===== src/rtl/syn_fifo_thresh_if.sv =====
// Bundles the FIFO's producer/consumer signals. The master side drives the FIFO
// and the slave side is the FIFO itself.
interface syn_fifo_thresh_if #(
    parameter int unsigned DEPTH      = 16,
    parameter int unsigned DATA_WIDTH = 8
);
    localparam int unsigned CW = $clog2(DEPTH) + 1;

    logic                  w_en;
    logic [DATA_WIDTH-1:0] data_in;
    logic                  r_en;
    logic [DATA_WIDTH-1:0] data_out;
    logic                  full;
    logic                  empty;
    logic                  almost_full;
    logic                  almost_empty;
    logic [CW-1:0]         count;
    logic                  overflow;
    logic                  underflow;
    logic                  clr_err;

    modport master (
        output w_en, data_in, r_en, clr_err,
        input  data_out, full, empty, almost_full, almost_empty, count,
               overflow, underflow
    );

    modport slave (
        input  w_en, data_in, r_en, clr_err,
        output data_out, full, empty, almost_full, almost_empty, count,
               overflow, underflow
    );
endinterface


===== src/rtl/syn_fifo_thresh.sv =====
// Single-clock FIFO with exact occupancy count, programmable almost-full /
// almost-empty thresholds and sticky overflow/underflow flags.
// Define SYN_FIFO_THRESH_FWFT_EN for first-word-fall-through reads; the default
// build uses a registered read with one cycle of latency.
module syn_fifo_thresh #(
    parameter int unsigned DEPTH      = 16,
    parameter int unsigned DATA_WIDTH = 8,
    parameter int unsigned AF_THRESH  = DEPTH - 2,
    parameter int unsigned AE_THRESH  = 2
) (
    input  logic               clk,
    input  logic               rst_n,
    syn_fifo_thresh_if.slave   bus
);
    localparam int unsigned AW = $clog2(DEPTH);
    localparam int unsigned CW = AW + 1;

    logic [DATA_WIDTH-1:0] mem [DEPTH];
    logic [AW-1:0]         w_ptr;
    logic [AW-1:0]         r_ptr;
    logic [CW-1:0]         count_q;
    logic                  overflow_q;
    logic                  underflow_q;
    logic                  full_c;
    logic                  empty_c;
    logic                  wr_ok;
    logic                  rd_ok;

    // Status decodes of the registered occupancy.
    assign full_c           = (count_q == CW'(DEPTH));
    assign empty_c          = (count_q == '0);
    assign bus.full         = full_c;
    assign bus.empty        = empty_c;
    assign bus.almost_full  = (count_q >= CW'(AF_THRESH));
    assign bus.almost_empty = (count_q <= CW'(AE_THRESH));
    assign bus.count        = count_q;
    assign bus.overflow     = overflow_q;
    assign bus.underflow    = underflow_q;

    // A request is only accepted when the FIFO can honour it this cycle.
    assign wr_ok = bus.w_en & ~full_c;
    assign rd_ok = bus.r_en & ~empty_c;

    // Storage array; deliberately not reset, pointers make stale data unreachable.
    always_ff @(posedge clk) begin
        if (rst_n && wr_ok) begin
            mem[w_ptr] <= bus.data_in;
        end
    end

    // Pointers and occupancy; pointers wrap naturally at the power-of-two depth.
    always_ff @(posedge clk) begin
        if (!rst_n) begin
            w_ptr   <= '0;
            r_ptr   <= '0;
            count_q <= '0;
        end else begin
            if (wr_ok) begin
                w_ptr <= w_ptr + AW'(1);
            end
            if (rd_ok) begin
                r_ptr <= r_ptr + AW'(1);
            end
            count_q <= count_q + CW'(wr_ok) - CW'(rd_ok);
        end
    end

    // Sticky error flags; a new error in the same cycle as clr_err keeps the flag set.
    always_ff @(posedge clk) begin
        if (!rst_n) begin
            overflow_q  <= 1'b0;
            underflow_q <= 1'b0;
        end else begin
            if (bus.w_en && full_c) begin
                overflow_q <= 1'b1;
            end else if (bus.clr_err) begin
                overflow_q <= 1'b0;
            end
            if (bus.r_en && empty_c) begin
                underflow_q <= 1'b1;
            end else if (bus.clr_err) begin
                underflow_q <= 1'b0;
            end
        end
    end

`ifdef SYN_FIFO_THRESH_FWFT_EN
    // Head entry is presented directly; zero when nothing is stored.
    assign bus.data_out = empty_c ? '0 : mem[r_ptr];
`else
    logic [DATA_WIDTH-1:0] dout_q;

    // Registered read port; holds the last popped word between reads.
    always_ff @(posedge clk) begin
        if (!rst_n) begin
            dout_q <= '0;
        end else if (rd_ok) begin
            dout_q <= mem[r_ptr];
        end
    end

    assign bus.data_out = dout_q;
`endif

endmodule

===== src/flat_wrapper.sv =====
// flat-port wrapper written by rule: the top's interface ports become plain ports
module syn_fifo_thresh_flat 
#(
    parameter int unsigned DEPTH      = 16,
    parameter int unsigned DATA_WIDTH = 8,
    parameter int unsigned AF_THRESH  = DEPTH - 2,
    parameter int unsigned AE_THRESH  = 2
)
  (clk, rst_n, bus_w_en, bus_data_in, bus_r_en, bus_clr_err, bus_data_out, bus_full, bus_empty, bus_almost_full, bus_almost_empty, bus_count, bus_overflow, bus_underflow);
  syn_fifo_thresh_if #(.DEPTH(DEPTH), .DATA_WIDTH(DATA_WIDTH)) bus_i ();
  input  logic clk;
  input  logic rst_n;
  input wire logic [$bits(bus_i.w_en)-1:0] bus_w_en;
  input wire logic [$bits(bus_i.data_in)-1:0] bus_data_in;
  input wire logic [$bits(bus_i.r_en)-1:0] bus_r_en;
  input wire logic [$bits(bus_i.clr_err)-1:0] bus_clr_err;
  output wire logic [$bits(bus_i.data_out)-1:0] bus_data_out;
  output wire logic [$bits(bus_i.full)-1:0] bus_full;
  output wire logic [$bits(bus_i.empty)-1:0] bus_empty;
  output wire logic [$bits(bus_i.almost_full)-1:0] bus_almost_full;
  output wire logic [$bits(bus_i.almost_empty)-1:0] bus_almost_empty;
  output wire logic [$bits(bus_i.count)-1:0] bus_count;
  output wire logic [$bits(bus_i.overflow)-1:0] bus_overflow;
  output wire logic [$bits(bus_i.underflow)-1:0] bus_underflow;
  assign bus_i.w_en = bus_w_en;
  assign bus_i.data_in = bus_data_in;
  assign bus_i.r_en = bus_r_en;
  assign bus_i.clr_err = bus_clr_err;
  assign bus_data_out = bus_i.data_out;
  assign bus_full = bus_i.full;
  assign bus_empty = bus_i.empty;
  assign bus_almost_full = bus_i.almost_full;
  assign bus_almost_empty = bus_i.almost_empty;
  assign bus_count = bus_i.count;
  assign bus_overflow = bus_i.overflow;
  assign bus_underflow = bus_i.underflow;
  syn_fifo_thresh #(.DEPTH(DEPTH), .DATA_WIDTH(DATA_WIDTH), .AF_THRESH(AF_THRESH), .AE_THRESH(AE_THRESH)) u_core (.clk(clk), .rst_n(rst_n), .bus(bus_i));
endmodule

===== config.mk =====
export PLATFORM = sky130hd
export DESIGN_NAME = syn_fifo_thresh_flat
export DESIGN_NICKNAME = d
export VERILOG_FILES = /design/src/rtl/syn_fifo_thresh_if.sv /design/src/rtl/syn_fifo_thresh.sv /design/src/flat_wrapper.sv
export SDC_FILE = /design/constraint.sdc
export NUM_CORES = 1
export LEC_CHECK = 0
export CORE_UTILIZATION = 55
export CTS_BUF_LIST = sky130_fd_sc_hd__clkbuf_8
export DETAILED_ROUTE_END_ITERATION = 8
export PLACE_DENSITY = 0.73
export SETUP_SLACK_MARGIN = 0.1
export SLEW_MARGIN = 10
export SYNTH_ARGS = -nofsm -noshare
export SYNTH_HDL_FRONTEND = slang
export SYNTH_SLANG_ARGS = --single-unit

===== constraint.sdc =====
create_clock -name clk -period 3.2 [get_ports clk]
set_clock_uncertainty 0.1 [all_clocks]
set_input_delay 0.48 -clock clk [delete_from_list [all_inputs] [get_ports clk]]
set_output_delay 0.48 -clock clk [all_outputs]
set_load 0.05 [all_outputs]

==> impl_metrics.env, run 1 <==
export IMPL_grt_pass1_vias=3214
export IMPL_ctsResizeCount=0
export IMPL_cap_violations=0
export IMPL_switching_power_mw=1.49
export IMPL_internal_power_mw=3.52
export IMPL_hp_class="reg -> reg"
export IMPL_netlist_instances=336
export IMPL_cts_clk_slew_worst_paths_ns=0.07
export IMPL_synth_edf_count=128
export IMPL_final_nets=421
export IMPL_worstSetupPathType="reg -> reg"
export IMPL_drc=0
export IMPL_pin_count=32
export IMPL_setup_ws_ns=0.275
export IMPL_io_buffers=31
export IMPL_grt_usage_pct=21.8
export IMPL_via_per_inst=5.79
export IMPL_ys_warn_count=0
export IMPL_synth_seq_cells=151
export IMPL_clkLatencyLatePin_ns=0.42
export IMPL_gp_congestion=0.748
export IMPL_crit_arrival_ns=3.19
export IMPL_slew_violations=0
export IMPL_synth_mux_area_fraction_pct=14.7
export IMPL_final_setup_tns_ns=0
export IMPL_power_frac_seq_pct=45.9
export IMPL_routedWlPerCell_um=20.6
export IMPL_layout_drive_gt1_share_pct=21.5
export IMPL_dieArea_sq_um=11500
export IMPL_path_max_fanout=4
export IMPL_final_common_cell="edfxtp_1"
export IMPL_worst_slew_pin_slew_ns=0.563
export IMPL_cts_sinks=151
export IMPL_rows=38
export IMPL_syn_cell_area_sq_um=6070
export IMPL_ys_seq_area_share_pct=70.9
export IMPL_leakagePower_nw=2.34
export IMPL_die_x_um=107
export IMPL_holdBufCountCts=0
export IMPL_routed_wirelength_um=11200
export IMPL_finalPower_mw=5.01
export IMPL_p_sw_share_pct=29.7
export IMPL_syn2layout_area_growth_pct=15.5
export IMPL_initialDrtViolationCount=183
export IMPL_clockPowerShare_pct=27.3
export IMPL_synth_compound_area_share_pct=2.10
export IMPL_place_ws_ns=0.179
export IMPL_antenna_found_initial=0
export IMPL_hold_violations=0
export IMPL_endpoint_kind="register"
export IMPL_dp_hpwl_um=7170
export IMPL_synth_nets=365
export IMPL_timing_critical_path_required_ns=3.46
export IMPL_vdd_ir_drop_worst_mv=0.430
export IMPL_dr_pass1_iters=4
export IMPL_core_region_area_sq_um=10800
export IMPL_htree_levels=4
export IMPL_async_flop_share_pct=0
export IMPL_dr_total_vias=3154
export IMPL_clock_fmax_ghz=0.342
export IMPL_startpoint_type="register"
export IMPL_fp_dieH_um=107
export IMPL_synth_area_leaders="edfxtp_1, mux4_2, dfxtp_1"
export IMPL_final_cell_mix="edfxtp_1, mux4_2, clkdlybuf4s50_1"
export IMPL_yosys_area_share_simple_pct=5.34
export IMPL_start_util_pct=56.3
export IMPL_overflow=0
export IMPL_slew_headroom_pct=62.3
export IMPL_cts_root_buffer_cell="clkbuf_8"
export IMPL_synthDistinctLibCells=32
export IMPL_post_route_cell_area_sq_um=7010
export IMPL_synth_avg_cell_area_sq_um=18.1
export IMPL_yosysTopAreaCellShare_pct=63.3
export IMPL_clockBufferDepth=2
export IMPL_period_minus_slack_ns=2.92
export IMPL_p_comb_share_pct=26.8
export IMPL_antennaDiodeCount=0
export IMPL_antenna_left=0
export IMPL_cts_tree="yes"
export IMPL_dpl_instance_area_sq_um=6630
export IMPL_grt_start_max_net_pins=36
export IMPL_synthXorXnorAreaFrac_pct=1.01
export IMPL_final_setup_viol_count=0
export IMPL_grt_pass1_wl_um=17400
export IMPL_p_per_area_nw_per_um2=715
export IMPL_grt_setup_unrepaired="false"
export IMPL_cts_inserted_buffers=17
export IMPL_timing_final_crit_share_pct=91.4
export IMPL_synth_top_cell_by_area="edfxtp_1"
export IMPL_ys_flop_type="edfxtp_1"
export IMPL_outcome="completed"
export IMPL_synthAdderAreaFrac_pct=3.42
export IMPL_synth_top_family_by_area="multiplexers"
export IMPL_post_cts_buffers=0
[path summary, 6_finish.rpt]
kind	startpoint	endpoint	slack, ns	cells after the start
worst max-delay path	u_core.bus.count[3]	u_core.bus.count[4]	0.28	13
worst min register to register	u_core.bus.data_out[6]	u_core.bus.data_out[6]	0.39	2
worst min-delay path	u_core.bus.data_out[6]	u_core.bus.data_out[6]	0.39	2
worst max register to register	u_core.bus.count[3]	u_core.bus.count[4]	0.28	13
[critical path, stage by stage (launching register included)]
cell      delay [ns]
dfxtp_1         0.33
inv_1           0.11
ha_2            0.21
or4b_4          0.49
nand2_2         0.10
inv_2           0.06
ha_1            0.26
inv_1           0.04
ha_1            0.19
fa_2            0.36
nand2b_1        0.09
a21oi_1         0.08
or3_1           0.31
a21oi_1         0.14
[synth_stat cells, drive strengths merged, types with 2 or more instances]
cell,count
a21oi,7
and2,3
buf,12
clkbuf,3
dfxtp,23
edfxtp,128
ha,15
inv,14
mux2i,17
mux4,32
nand2,9
nand2b,2
nand3,14
nand3b,2
nor2,26
nor2b,2
o21ai,3
o221ai,8
or3,4
xnor2,2
xor2,5
[power by group through the flow]
stage	combinational (mW)	sequential, mW	clock, mW
after floorplan	0.789	2.53	0
after global routing	1.45	2.31	1.48
after global placement	1.32	2.33	0
final	1.35	2.30	1.37
after detailed placement	1.35	2.34	0
after CTS	1.36	2.30	1.40
[kinds of logic after synthesis]
family          Yosys count
buf+inv                  29
compound gates           19
flops                   151
simple gates             65
fa+ha+maj                16
xor+xnor                  7
mux                      49
[flip-flops by register name, indices dropped and copies added, names as in the netlist]
register / cells
u_core.bus.underflow: 1
u_core.bus.count: 5
u_core.mem: 128
u_core.bus.data_out: 8
u_core.r_ptr: 4
u_core.w_ptr: 4
u_core.bus.overflow: 1
[layout make-up]
class	count	area, sq um
Fill cell	761	3780
Tap cell	140	175
Timing Repair Buffer	52	483
Sequential cell	151	4310
Clock inverter	15	145
Inverter	14	52.6
Multi-Input combinational cell	156	1620
Clock buffer	17	234
[routing by layer]
layer / share of wire, % / vias to the layer above / global-route usage [%]
li1: - / 1421 / -
met1: 40 / 1611 / 27.2
met2: 52 / 110 / 36.2
met3: 6.8 / 12 / 6.08
met4: 1.2 / 0 / 8.41
met5: 0 / - / 0
[metrics by stage]
step	instances	hold slack (ns)	util, %
after CTS	545	0.398	64.9
after global routing	545	0.410	65.0
after detailed placement	513	0.373	61.4
final	545	0.395	65.0
after floorplan	336	0.381	-
after global placement	513	0.388	61.4
No activity file was read; power rests on OpenSTA's default activity.
==> run 2: changes to the inputs <==
- CTS_BUF_LIST: sky130_fd_sc_hd__clkbuf_8 -> unset
- CTS_CLUSTER_SIZE: unset -> 10
- SLEW_MARGIN: 10 -> unset
==> run 2 against run 1 <==
Against the previous run:
- first-iteration DRC count is 0.55% lower
- fmax about the same
- non-clock buffer count stayed put
- setup slack improved by 0.00066 ns
- worst hold slack worse by 0.0051 ns
- sequential power about the same
- largest cell class unchanged
- largest power group unchanged
==> impl_metrics.env, run 2 (same netlist as run 1, synthesis figures left out) <==
export IMPL_dr_pass1_iters=4
export IMPL_period_minus_slack_ns=2.92
export IMPL_timing_critical_path_required_ns=3.56
export IMPL_whs_endpoint="u_core.bus.data_out[6]"
export IMPL_initialDrtViolationCount=182
export IMPL_routed_wirelength_um=11400
export IMPL_dp_hpwl_um=7170
export IMPL_antenna_found_initial=0
export IMPL_cts_clk_slew_worst_paths_ns=0.06
export IMPL_regToRegEndpoint="u_core.bus.count[4]"
export IMPL_grt_setup_unrepaired="false"
export IMPL_hold_depth=2
export IMPL_endpoint_kind="register"
export IMPL_overflow=0
export IMPL_htree_levels=4
export IMPL_clkLatencyLatePin_ns=0.52
export IMPL_grt_usage_pct=22.3
export IMPL_core_region_area_sq_um=10800
export IMPL_fp_dieH_um=107
export IMPL_grt_start_max_net_pins=36
export IMPL_dpl_instance_area_sq_um=6630
export IMPL_reg2reg_from="u_core.bus.count[3]"
export IMPL_final_setup_tns_ns=0
export IMPL_hp_class="reg -> reg"
export IMPL_grt_pass1_vias=3211
export IMPL_final_nets=421
export IMPL_rows=38
export IMPL_die_x_um=107
export IMPL_post_cts_buffers=0
export IMPL_path_max_fanout=4
export IMPL_crit_slowest_cell="or4b_4"
export IMPL_p_per_area_nw_per_um2=769
export IMPL_cts_root_buffer_cell="clkbuf_8"
export IMPL_crit_arrival_ns=3.28
export IMPL_routedWlPerCell_um=21.0
export IMPL_cts_inserted_buffers=17
export IMPL_largest_reg_flops=128
export IMPL_drc=0
export IMPL_outcome="completed"
export IMPL_cts_tree="yes"
export IMPL_clock_fmax_ghz=0.342
export IMPL_pin_count=32
export IMPL_slew_headroom_pct=61.2
export IMPL_path_cells="inv_1 > ha_2 > or4b_4 > nand2_2 > inv_2 > ha_1 > inv_1 > ha_1 > fa_2 > nand2b_1 > a21oi_1 > or3_1 > a21oi_1"
export IMPL_cap_violations=0
export IMPL_layout_drive_gt1_share_pct=21.5
export IMPL_dr_total_vias=3155
export IMPL_dieArea_sq_um=11500
export IMPL_top_register="u_core.mem"
export IMPL_reg2regPathDepth=13
export IMPL_cts_sinks=151
export IMPL_syn2layout_area_growth_pct=18.4
export IMPL_grt_pass1_wl_um=17600
export IMPL_r2r_slack_ns=0.28
export IMPL_slowest_delay_ns=0.49
export IMPL_io_buffers=31
export IMPL_start_util_pct=56.3
export IMPL_worstSetupPathType="reg -> reg"
export IMPL_min_from="u_core.bus.data_out[6]"
export IMPL_clockBufferDepth=2
export IMPL_worst_slew_pin_slew_ns=0.580
export IMPL_final_cell_mix="edfxtp_1, mux4_2, clkdlybuf4s50_1"
export IMPL_antenna_left=0
export IMPL_timing_final_crit_share_pct=91.4
export IMPL_whs_ns=0.390
export IMPL_antennaDiodeCount=0
export IMPL_final_common_cell="edfxtp_1"
export IMPL_startpoint_type="register"
export IMPL_slew_violations=0
export IMPL_gp_congestion=0.748
export IMPL_finalPower_mw=5.53
export IMPL_post_route_cell_area_sq_um=7190
export IMPL_final_setup_viol_count=0
export IMPL_hold_violations=0
export IMPL_vdd_ir_drop_worst_mv=0.454
export IMPL_via_per_inst=5.79
export IMPL_leakagePower_nw=2.39
[run 2: worst max-delay path, delay by kind of cell, from the launching register on]
kind                     cells  cell delay [ns]
AO/OA/AOI/OAI                2             0.22
buffers and inverters        3             0.21
adder cells (fa/ha/maj)      4             1.02
flip-flops                   1             0.32
AND/OR/NAND/NOR              4             0.99
[run 2: final cells by class]
class                           instances  area, sq um
Clock buffer                           20          425
Multi-Input combinational cell        156         1620
Clock inverter                         12          134
Sequential cell                       151         4310
Tap cell                              140          175
Timing Repair Buffer                   52          479
Inverter                               14         52.6
Fill cell                             748         3600
[run 2: where the power goes]
group | internal, mW | switching [mW]
clock network | 1.17 | 0.710
registers | 2.23 | 0.0673
logic | 0.543 | 0.800
total | 3.95 | 1.58
[run 2: per-stage QoR]
step	setup WS, ns	utilization [%]	cells
2_1_floorplan	0.119	-	336
3_3_place_gp	0.299	61.4	513
3_5_place_dp	0.179	61.4	513
4_1_cts	0.169	66.6	545
5_1_grt	0.130	66.6	545
6_report	0.276	66.6	545
[run 2: metal layers]
metal  vias to the layer above  routed length [um]  GRT usage, %  part of all wire (%)
li1                       1430                   -             -                     -
met1                      1625                4840          28.4                    42
met2                        83                5870          36.5                    51
met3                        17                 530          5.05                   4.6
met4                         0                 184          10.5                   1.6
met5                         -                   0             0                     0
[run 2: how the worst max path moves through the flow]
stage / from / endpoint
2_1_floorplan: u_core.bus.count[2] / u_core.bus.count[4]
3_3_place_gp: u_core.bus.count[2] / u_core.bus.count[4]
3_5_place_dp: u_core.bus.count[2] / u_core.bus.count[4]
4_1_cts: u_core.bus.count[2] / u_core.bus.count[4]
5_1_grt: u_core.bus.count[3] / u_core.bus.count[4]
6_report: u_core.bus.count[3] / u_core.bus.count[4]
[run 2: repair_timing]
item,CTS,global route
setup endpoints to repair,1,1
hold buffers,0,0
cloned,0,0
resized for setup,1,3
==> RTL edit 1: new RTL, flow settings as in run 2 <==
Reset style: asynchronous (`rst_n`), changed in 3 clocked blocks.
--- a/src/rtl/syn_fifo_thresh.sv
+++ b/src/rtl/syn_fifo_thresh.sv
@@ -51,3 +51,3 @@
     // Pointers and occupancy; pointers wrap naturally at the power-of-two depth.
-    always_ff @(posedge clk) begin
+    always_ff @(posedge clk or negedge rst_n) begin
         if (!rst_n) begin
@@ -68,3 +68,3 @@
     // Sticky error flags; a new error in the same cycle as clr_err keeps the flag set.
-    always_ff @(posedge clk) begin
+    always_ff @(posedge clk or negedge rst_n) begin
         if (!rst_n) begin
@@ -93,3 +93,3 @@
     // Registered read port; holds the last popped word between reads.
-    always_ff @(posedge clk) begin
+    always_ff @(posedge clk or negedge rst_n) begin
         if (!rst_n) begin
Formal check against the unedited RTL: differs if rst_n is asserted again (counterexample within 4 cycles, from zero or initial values and one cycle with rst_n low); with rst_n held inactive, the same outputs for 10 cycles.
==> RTL edit 1 against run 2 <==
Total power is 22% higher. Worst hold slack got worse by 0.052 ns. Final area is 2.7% higher. Routed wire length up 4.1%. Final cell count decreased by 1.7%. Synthesized area rose by 2.4%. Sequential cell count did not move. Synthesized cell count fell by 4.5%. Setup slack improved by 0.065 ns.
==> RTL edit 1: results (changes against run 2) <==
- Synth Area in XOR/XNOR: 1.27% (was 1.01%)
- Wire length on met1: 5110 um (was 4840 um)
- Seq. pwr: 2.55 mW (was 2.30 mW)
- Largest net degree at the start of global routing: 35 (was 36)
- Leak: 2.65 nW (was 2.39 nW)
- Seq/Total Area, Yosys: 71.0% (was 70.9%)
- Inst Count DP: 506 (was 513)
- Share of cells above drive strength 1: 21.7% (was 21.5%)
- Top cells by area, synth: edfxtp_1 62%, dfrtp_1 9.3%, mux4_2 6.9% (was edfxtp_1 63%, mux4_2 12%, dfxtp_1 7.6%)
- Half-perimeter wire length after placement: 7430 um (was 7170 um)
- M3 GR Usage: 4.58% (was 5.05%)
- Rel. slew slack: 61.3% (was 61.2%)
- WL/cell: 22.2 um (was 21.0 um)
- Reg-to-reg slack, setup: 0.35 ns (was 0.28 ns)
- Worst-Skew Late Latency: 0.42 ns (was 0.52 ns)
- Worst path top cell family by delay: buffers and inverters (was adder cells)
- Resize count post-CTS: 0 (was 1)
- Net count, final: 414 (was 421)
- Gate power share: 32.1% (was 24.3%)
- # fillers: 749 (was 748)
- Status: finished, final reports clean (unchanged)
- Unique masters post-synth: 35 (was 32)
- Post-synthesis mux area share: 14.8% (was 14.7%)
- GR Util met2: 38.0% (was 36.5%)
- CP arrival: 2.28 ns (was 3.28 ns)
- Switching power: 2.22 mW (was 1.58 mW)
- Dpl ws: 0.332 ns (was 0.179 ns)
- Crit path largest cell delay: 0.86 ns (was 0.49 ns)
- Launch point of the critical path: u_core.bus.count[2]$_DFF_PN0_ (was u_core.bus.count[3]$_SDFF_PN0_)
- Clock Tree Root: clkbuf_16 (was clkbuf_8)
- DR vias/cell: 5.83 (was 5.79)
- Wire length on met2: 6030 um (was 5870 um)
- Met3 routed WL: 613 um (was 530 um)
- Vias in the first global route: 3,231 (was 3,211)
- Sw Share: 32.9% (was 28.6%)
- Global-route wire length before repair: 18,500 um (was 17,600 um)
- Syn_area_per_cell: 19.4 sq um (was 18.1 sq um)
- Tightest Hold Check Type: in2async (was reg2reg)
- Met1 usage: 30.7% (was 28.4%)
- Initial antenna violation count: 0 (unchanged)
- Iteration-0 DRC Markers: 254 (was 182)
- Synth Area in Adders: 3.34% (was 3.42%)
- Synth Net Count: 350 (was 365)
- Ys async rst share: 15.2% (was 0%)
- Worst R2R End: u_core.bus.count[4]$_DFF_PN0_ (was u_core.bus.count[4]$_SDFF_PN0_)
- Placed inst area: 6780 sq um (was 6630 sq um)
- Final setup margin: 0.341 ns (was 0.276 ns)
- R2R depth: 12 (was 13)
- CP max-delay cell: clkdlybuf4s50_1 (was or4b_4)
- Max VDD drop: 0.591 mV (was 0.454 mV)
- Crit path capture: bus_empty (was u_core.bus.count[4]$_SDFF_PN0_)
-- RTL edit 1: worst min-delay path by stage --
stage | startpoint | to | slack [ns] | depth (start not counted)
4_1_cts | rst_n | u_core.w_ptr[2]$_DFFE_PN0N_ | 0.34 | 1
3_3_place_gp | u_core.bus.data_out[7]$_DFFE_PN0P_ | u_core.bus.data_out[7]$_DFFE_PN0P_ | 0.38 | 2
5_1_grt | rst_n | u_core.w_ptr[2]$_DFFE_PN0N_ | 0.36 | 1
3_5_place_dp | u_core.bus.data_out[7]$_DFFE_PN0P_ | u_core.bus.data_out[7]$_DFFE_PN0P_ | 0.40 | 2
2_1_floorplan | rst_n | u_core.bus.count[0]$_DFF_PN0_ | 0.08 | 0
6_report | rst_n | u_core.w_ptr[2]$_DFFE_PN0N_ | 0.34 | 1
-- RTL edit 1: cell type report --
cell class	count	share of cell area (%)
sequential	151	59.9
clock buffer	17	5.76
tap	140	2.37
clock inverter	13	2.34
multi-input combinational	141	21.7
timing repair buffer	60	7.15
inverter	14	0.746
==> RTL edit 2: new RTL, flow settings as in run 2 <==
Without the edit above. `DEPTH` is set to 16 in 3 places; all go to 8.
--- a/src/rtl/syn_fifo_thresh_if.sv
+++ b/src/rtl/syn_fifo_thresh_if.sv
@@ -3,3 +3,3 @@
 interface syn_fifo_thresh_if #(
-    parameter int unsigned DEPTH      = 16,
+    parameter int unsigned DEPTH      = 8,
     parameter int unsigned DATA_WIDTH = 8
--- a/src/rtl/syn_fifo_thresh.sv
+++ b/src/rtl/syn_fifo_thresh.sv
@@ -5,3 +5,3 @@
 module syn_fifo_thresh #(
-    parameter int unsigned DEPTH      = 16,
+    parameter int unsigned DEPTH      = 8,
     parameter int unsigned DATA_WIDTH = 8,
--- a/src/flat_wrapper.sv
+++ b/src/flat_wrapper.sv
@@ -3,3 +3,3 @@
 #(
-    parameter int unsigned DEPTH      = 16,
+    parameter int unsigned DEPTH      = 8,
     parameter int unsigned DATA_WIDTH = 8,
Interface: changed (resized bus_count); port bits go from 32 to 31. No check against the original RTL was run, so the function may have changed too.
==> RTL edit 2 against run 2 <==
Non-clock buffer count decreased by 9. Total power decreased by 42%. Routed wire length decreased by 45%. Register-to-register slack improved by 0.30 ns. Final cell count decreased by 35%. Synthesized area decreased by 43%. First-iteration DRC count decreased by 41%. Setup slack improved by 0.028 ns. Count of clock-buffer cells in the layout decreased by 9. Maximum frequency increased by 0.96%. Utilization increased by 1.8 points. Final area decreased by 43%. Sequential power decreased by 40%. Sequential cell count decreased by 67. Critical endpoint is now bus_empty.
==> RTL edit 2: results (changes against run 2) <==
- Status: finished, final reports clean (unchanged)
- Dpl ws: 0.588 ns (was 0.179 ns)
- Crit path capture: bus_empty (was u_core.bus.count[4]$_SDFF_PN0_)
- Synthesized flop and latch total: 84 (was 151)
- Crit path largest cell delay: 0.81 ns (was 0.49 ns)
- Gr usage total: 21.0% (was 22.3%)
- M3 GR Usage: 5.73% (was 5.05%)
- Vias in the first global route: 1,892 (was 3,211)
- Layout Cells excl Fill: 353 (was 545)
- R2R depth: 11 (was 13)
- Multi-input gate share of total cell area: 25.4% (was 22.5%)
- Placed inst area: 3890 sq um (was 6630 sq um)
- Inst Count DP: 337 (was 513)
- Resize count post-CTS: 0 (was 1)
- Wire length on met2: 3170 um (was 5870 um)
- # fillers: 444 (was 748)
- RePlAce Congestion: 0.758 (was 0.748)
- Clock buf count: 11 (was 20)
- Number of synthesized flops with an enable pin: 64 (was 128)
- CP arrival: 2.32 ns (was 3.28 ns)
- Cts bufs inserted: 9 (was 17)
- NonClk Buf Share: 9.71% (was 6.67%)
- PortBufs: 30 (was 31)
- Post-synth top cells: 64 x edfxtp_1, 32 x mux2i_1, 20 x dfxtp_1 (was 128 x edfxtp_1, 32 x mux4_2, 26 x nor2_1)
- Worst path top cell family by delay: buffers and inverters (was adder cells)
- Fmax: 345 MHz (was 342 MHz)
- Multi-input logic area: 1040 sq um (was 1620 sq um)
- Max VDD drop: 0.699 mV (was 0.454 mV)
- Met3 routed WL: 287 um (was 530 um)
- CP max-delay cell: clkdlybuf4s50_1 (was or4b_4)
- Clk slew on worst S/H paths: 0.08 ns (was 0.06 ns)
- Final clock-cell share: 4.95% (was 7.78%)
- Nonclk buf count: 43 (was 52)
- Reg-to-reg slack, setup: 0.58 ns (was 0.28 ns)
- Vias: 1,958 (was 3,155)
- Syn Inst Count: 229 (was 336)
- Synth Net Count: 254 (was 365)
- Worst-Skew Late Latency: 0.35 ns (was 0.52 ns)
- Worst Tran Pin Value: 0.812 ns (was 0.580 ns)
- Met1 usage: 26.4% (was 28.4%)
- Comb_multi_in: 125 (was 156)
- Wire length on met1: 2750 um (was 4840 um)
- Net count, final: 298 (was 421)
- GR Util met2: 35.2% (was 36.5%)
- Top cells by area, synth: edfxtp_1 56%, dfxtp_1 12%, mux2i_1 9.3% (was edfxtp_1 63%, mux4_2 12%, dfxtp_1 7.6%)
- Count of non-CTS inverters in the layout: 10 (was 14)
- Max reg flops: 64 (was 128)
- Leak: 1.44 nW (was 2.39 nW)
- Crit Path Category: reg2out (was reg2reg)
- Global-route wire length before repair: 9430 um (was 17,600 um)
- HP Start: u_core.bus.data_out[4]$_SDFFE_PN0P_ (was u_core.bus.data_out[6]$_SDFFE_PN0P_)
- Hold slack: 0.373 ns (was 0.390 ns)
- Syn_area_per_cell: 15.1 sq um (was 18.1 sq um)
- Worst-path fanout max: 5 (was 4)
- CTS H-Tree Depth: 3 (was 4)
- WHS Path Cells: 1 (was 2)
- Critical R2R Launch: u_core.bus.count[2]$_SDFF_PN0_ (was u_core.bus.count[3]$_SDFF_PN0_)
[RTL edit 2: cell count changes after synthesis, moves of 7 or more]
| cell | delta |
|---|---|
| mux4_2 | -32 |
| nor2_1 | -23 |
| edfxtp_1 | -64 |
| a32o_1 | +8 |
| o221ai_1 | -8 |
| mux2i_1 | +15 |
| nand3_1 | -9 |
| and2_1 | +7 |
| a22oi_1 | +16 |
[RTL edit 2: kinds of logic (layout without fill, tap and decap cells)]
family	Yosys count	in the layout	synth area share [%]
mux	32	32	9.29
buf+inv	20	69	2.79
compound gates	32	32	7.33
simple gates	43	43	7.15
xor+xnor	6	6	1.52
flops	84	84	67.3
fa+ha+maj	12	12	4.57
[RTL edit 2: power by group]
group / switching, mW / total [mW] / internal, mW
registers: 0.0996 / 1.37 / 1.27
clock network: 0.365 / 0.750 / 0.385
logic: 0.647 / 1.09 / 0.447
